==> config.mk <==
export PLATFORM = sky130hd
export DESIGN_NAME = apb_req_arbiter
export DESIGN_NICKNAME = d
export VERILOG_FILES = /design/src/rtl/apb_req_arbiter.sv
export SDC_FILE = /design/constraint.sdc
export NUM_CORES = 1
export LEC_CHECK = 0
export BUFFER_PORTS_ARGS = -buffer_cell sky130_fd_sc_hd__buf_2
export CORE_MARGIN = 2
export CORE_UTILIZATION = 41
export CTS_CLUSTER_DIAMETER = 120
export DETAILED_ROUTE_END_ITERATION = 12
export PLACE_DENSITY = 0.86
export SLEW_MARGIN = 20
export SYNTH_ARGS = -nofsm -noshare
export SYNTH_HDL_FRONTEND = slang
export SYNTH_SLANG_ARGS = --single-unit
==> constraint.sdc <==
create_clock -name PCLK -period 1.65 [get_ports PCLK]
set_input_delay 0.2475 -clock PCLK [delete_from_list [all_inputs] [get_ports PCLK]]
set_output_delay 0.2475 -clock PCLK [all_outputs]
set_load 0.1 [all_outputs]
==> src/rtl/apb_req_arbiter.sv <==
// Two-port round-robin/fixed-priority arbiter feeding one APB master; request-to-done is 4 cycles plus wait states.
// Requests are held levels: a losing or late requester simply stays valid until it is sampled in a later IDLE cycle.
module apb_req_arbiter #(
  parameter logic RR_EN = 1'b1
) (
  input  logic        PCLK,
  input  logic        PRESET,
  input  logic        req0_valid,
  input  logic        req0_write,
  input  logic [31:0] req0_addr,
  input  logic [31:0] req0_wdata,
  output logic        req0_done,
  output logic [31:0] req0_rdata,
  input  logic        req1_valid,
  input  logic        req1_write,
  input  logic [31:0] req1_addr,
  input  logic [31:0] req1_wdata,
  output logic        req1_done,
  output logic [31:0] req1_rdata,
  output logic        transfer,
  output logic        write,
  output logic [31:0] addr,
  output logic [31:0] wdata,
  input  logic        ready,
  input  logic [31:0] rdata,
  output logic [1:0]  grant,
  output logic        busy
);

  typedef enum logic [2:0] {
    IDLE,
    ISSUE,
    SETUP_WAIT,
    ACCESS_WAIT,
    DONE
  } state_t;

  state_t state, state_nxt;
  logic   last_grant;   // 1 = port 1 owned the previous transaction
  logic   any_req;
  logic   pick1;

  assign any_req = req0_valid | req1_valid;
  // Port 1 wins when alone, or on a round-robin tie after port 0 was last served
  assign pick1   = req1_valid & (~req0_valid | (RR_EN & ~last_grant));

  always_ff @(posedge PCLK) begin
    if (PRESET) begin
      state <= IDLE;
    end else begin
      state <= state_nxt;
    end
  end

  always_comb begin
    state_nxt = state;
    transfer  = 1'b0;
    busy      = 1'b1;
    req0_done = 1'b0;
    req1_done = 1'b0;
    case (state)
      IDLE: begin
        busy = 1'b0;
        if (any_req) state_nxt = ISSUE;
      end
      ISSUE: begin
        transfer  = 1'b1;
        state_nxt = SETUP_WAIT;
      end
      // PREADY is already visible during SETUP, so it must not be taken here
      SETUP_WAIT: state_nxt = ACCESS_WAIT;
      ACCESS_WAIT: begin
        if (ready) state_nxt = DONE;
      end
      DONE: begin
        req0_done = grant[0];
        req1_done = grant[1];
        state_nxt = IDLE;
      end
      default: state_nxt = IDLE;
    endcase
  end

  always_ff @(posedge PCLK) begin
    if (PRESET) begin
      grant      <= 2'b00;
      last_grant <= 1'b1;
      write      <= 1'b0;
      addr       <= 32'h0;
      wdata      <= 32'h0;
      req0_rdata <= 32'h0;
      req1_rdata <= 32'h0;
    end else begin
      case (state)
        IDLE: begin
          if (any_req) begin
            grant <= pick1 ? 2'b10 : 2'b01;
            write <= pick1 ? req1_write : req0_write;
            addr  <= pick1 ? req1_addr  : req0_addr;
            wdata <= pick1 ? req1_wdata : req0_wdata;
          end
        end
        ACCESS_WAIT: begin
          if (ready) begin
            if (grant[1]) req1_rdata <= rdata;
            else          req0_rdata <= rdata;
          end
        end
        DONE: begin
          last_grant <= grant[1];
          grant      <= 2'b00;
        end
        default: ;
      endcase
    end
  end

endmodule

## After elaboration in Yosys (flattened, before gate mapping)

Cells that the tools add are included.

- Divide/modulo/power cells: 0
- Eq/ne operators: 6
- Bitwise logic cells: 6
- Order comparisons: 0
- Multiplexer cells: 13
- Multiply operators: 0
- Add/sub/neg operators: 0
- Reductions and logical operators: 7
- Shift operators: 0

Operators by type and width:

| kind | number |
|---|---|
| 32-bit 2-to-1 mux | 2 |
| 3-bit one-hot mux with 4 select lines | 1 |
| 3-bit by 2-bit equality test with 1-bit output, second input constant | 2 |
| 3-bit 2-to-1 mux | 2 |
| 2-bit AND reduction | 3 |
| 3-bit AND reduction | 2 |
| 1-bit 2-to-1 mux | 5 |
| 2-bit 2-to-1 mux | 2 |
| 2-bit != test, second input constant | 2 |
| 2-bit one-hot mux with 2 select lines | 1 |
| 3-bit by 1-bit equality test with 1-bit output, second input constant | 1 |
| 3-bit equality test, second input constant | 1 |
| 3-bit logical NOT | 1 |
| 1-bit NOT | 3 |
| 1-bit bitwise OR | 2 |
| 2-bit nonzero test | 1 |
| 1-bit bitwise AND | 1 |

- Bits in writable memories: 0
- Register bits: 135
- Output and inout port bits: 135
- Latch bits: 0
- ROM bits: 0
- Memories: 0
- Bits of input ports: 167
- Logic and storage cells: 40

## Longest topological paths before layout

- Depth after elaboration: 6
- Gate-level depth with buffers: 6
- Depth with buffers taken out: 4

## Least setup slack after synthesis

No wires, ideal clock.

- Path kind: flip-flop to output port
- From: register state[2]
- To: output port transfer
- Data required time: 1,402 ps
- Path buffers: 1
- Arrival time: 2,771 ps
- Cell stages (with the launch flop): 3
- Setup slack: -1,368 ps
- Cell sequence: dfxtp_1 > clkbuf_1 > nor3b_1

- Longest elaborated chain between the ends: 2

RTL lines:

| item | line | text |
|---|---|---|
| start: declaration | 38 | `state_t state, state_nxt;` |
| start signal: assignment | 51 | `state <= state_nxt;` |
| 3-bit by 1-bit equality test with 1-bit output | 61 | `case (state)` |
| 1-bit 2-to-1 mux | 61 |  |
| end: declaration | 20 | `output logic transfer,` |

Every way passes these cells.

## Final worst setup path

- From: register state[2]
- To: register wdata[14]

- Longest elaborated chain between the ends: 2

RTL lines:

| item | line | text |
|---|---|---|
| 3-bit logical NOT | 94 | `case (state)` |
| 2-bit AND reduction (no line) | n/a |  |
| end signal: assignment | 100 | `wdata <= pick1 ? req1_wdata : req0_wdata;` |
| end: declaration | 23 | `output logic [31:0] wdata,` |

Every way passes these cells.
A chain may end at the register's enable or synchronous reset.

==> results.py <==
metrics = {
    "status": {
        "status": "finished, violations left",
        "violations": "setup timing",
    },
    "final_layout": {
        "n_fill_cell": 1199,
        "fin_cells": 1134,
        "layout_commonest_cell": "buf_2",
        "fin_nets": 1104,
        "n_antenna_cell": 0,
        "layout-drive-gt1-share": 0.403,
        "area_delta_synth_final_pct": 43.7,
        "mostFrequentLayoutCells": "buf_2 (296), nand2b_1 (162), inv_1 (130), dfxtp_1 (130), a222oi_1 (64)",
    },
    "global_routing": {
        "grt_use_total": 0.217,
        "antenna_found_initial": 1,
        "grt_overflow": 0,
        "grt_max_degree": 121,
        "first_global_vias": 5512,
        "grt_pass1_wl_mm": 27.1,
    },
    "setup_path": {
        "startpoint": "state[2]",
        "required_ns": 1.94,
        "crit_fanout": 27,
        "worst_r2r_path_depth": 5,
        "start_kind": "register",
        "reg2reg_slack_ns": -0.03,
        "endpoint_kind": "register",
        "critical_path_arrival_ns": 1.98,
        "crit_type": "register to register",
        "rr_startpoint": "state[2]",
    },
    "drt": {
        "routed_via_density": 4.95,
        "wire_per_inst_microns": 15.2,
        "drt-pass1-iter-count": 10,
        "ant_nets": 0,
        "wirelength_mm": 17.3,
        "vias": 5616,
        "drt_iter0_drc": 485,
        "drc": 0,
    },
    "floorplan": {
        "die_w_microns": 124,
        "fp-row-count": 44,
        "die_area_sq_um": 15500,
        "start_util": 0.414,
        "die_h_microns": 124,
        "num_io_pins": 302,
        "core_area_sq_um": 14400,
    },
    "placement": {
        "place_inst": 1092,
        "preCtsSetupSlack_ns": -0.131,
        "portBuffers": 301,
        "globalplace.congestion": 0.783,
        "hpwl_mm": 12.2,
    },
    "logic_synthesis": {
        "netlist_instances": 635,
        "yosysSeqAreaShare": 0.454,
        "synth_largest_area_cell": "dfxtp_1",
        "synth_area_leaders": "dfxtp_1 (45%), nand2b_1 (17%), a222oi_1 (11%)",
        "synth_area_per_cell_sq_um": 9.37,
        "ys_types": 29,
        "ys_ff_latch": 135,
        "synth-warning-count": 0,
        "synth_nets": 802,
        "synth_area_sq_um": 5950,
        "synth_top_area_share": 0.454,
    },
    "sta": {
        "fin_ws_ns": -0.0321,
        "fin_crit_sh": 1.02,
        "finalHoldViolations": 0,
        "worst_pin_slew_ns": 0.530,
        "layout_min_cycle_time_ns": 1.68,
        "setup_viol": 8,
        "fin_worst_skew_ns": 0.00660,
        "slew_headroom": 0.649,
        "fmax_mhz": 595,
        "final_max_slew_viol_count": 0,
        "rsz0062_at_grt": "true",
    },
    "clock_tree": {
        "clk_pin_slew_ns": 0.06,
        "cts_buffers": 17,
        "ctsLongestPathBuffers": 2,
        "clock_sinks": 135,
        "clkLatencyLatePin_ns": 0.41,
        "cts_root_buffer": "clkbuf_16",
        "htree_levels": 4,
        "cts_tree": "done",
        "holdBufCountCts": 0,
    },
    "worst_hold_path": {
        "holdPathStages": 3,
        "min-delay-start": "req1_wdata[24]",
        "hold_class": "input pin to register",
    },
    "power": {
        "p_per_area_nw_per_um2": 1300,
        "vdd_drop_max_mv": 0.935,
        "leakage_nw": 4.50,
    },
    "job": {
        "maxCapViolations": 0,
    },
}
[flip-flops by register name, indices dropped and copies added (netlist names)]
register	count
write	1
last_grant	1
addr	32
req1_rdata	32
wdata	32
req0_rdata	32
grant	2
state	3
[path summary, 6_finish.rpt]
path                    end
min               wdata[24]
max reg2reg       wdata[14]
max               wdata[14]
min reg2reg  req1_rdata[17]
[what timing repair did]
action,4_1_cts,5_1_grt
setup endpoints to repair,66,97
pin swaps,2,5
resized for setup,8,4
gates cloned,1,2
setup buffers,3,4
endpoints found under the hold margin,0,0
[cell families (layout without fill, tap and decap cells)]
group	after synthesis	after routing	share of synthesized area
buffers and inverters	178	493	0.125
AO/OA/AOI/OAI	73	73	0.119
flip-flops	135	135	0.454
AND/OR/NAND/NOR	185	185	0.194
multiplexers	64	64	0.108
[worst max-delay path, stage by stage, from the launching register on]
cell and delay, ns:
dfxtp_2 0.33, nor3_4 0.26, inv_6 0.04, or3_4 0.43, buf_12 0.19, a222oi_1 0.31
[cells in the mapped netlist (all sizes together)]
master,number
or3,2
nand3,3
and3,3
inv,131
dfxtp,135
nor3,6
o21ai,1
nand2b,162
a222oi,64
nor3b,2
a2bb2oi,1
nor2,3
or3b,1
a21oi,1
buf,18
a21o,1
a221oi,1
o221a,1
nor4b,1
a211o,1
clkbuf,29
mux2i,64
nand2,2
o31ai,2
[through the flow]
stage	setup TNS (ns)	cell area, sq um	util	hold slack (ns)	total power [mW]
finish	-0.120	8550	0.595	0.0732	11.2
global route	-3.79	8550	0.595	0.0608	11.6
CTS	-0.296	8480	0.590	0.0547	11.2
detailed placement	-5.07	7780	0.542	0.460	7.25
global placement	-2.80	7780	0.542	0.454	7.22
floorplan	-6.30	5980	-	0.389	6.52
[report_power, final]
group	switching, mW	internal, mW
logic	2.74	0.798
clock network	1.48	2.43
registers	0.153	3.56
[area by class of cell]
| cell class | count | area [sq um] | area share |
|---|---|---|---|
| clock inverters | 14 | 173 | 0.0202 |
| clock buffers | 18 | 439 | 0.0513 |
| inverters | 131 | 497 | 0.0581 |
| repair buffers | 330 | 1940 | 0.227 |
| well taps | 184 | 230 | 0.0269 |
| flip-flops and latches | 135 | 2710 | 0.317 |
| multi-input cells | 322 | 2570 | 0.300 |
[routing by layer]
metal	GRT usage	part of all wire	up-vias
li1	-	-	2714
met1	0.243	0.39	2593
met4	0.0720	0.016	2
met3	0.0696	0.080	24
met5	0	0.00075	-
met2	0.388	0.51	283
Power figures use the tool's default switching activity.
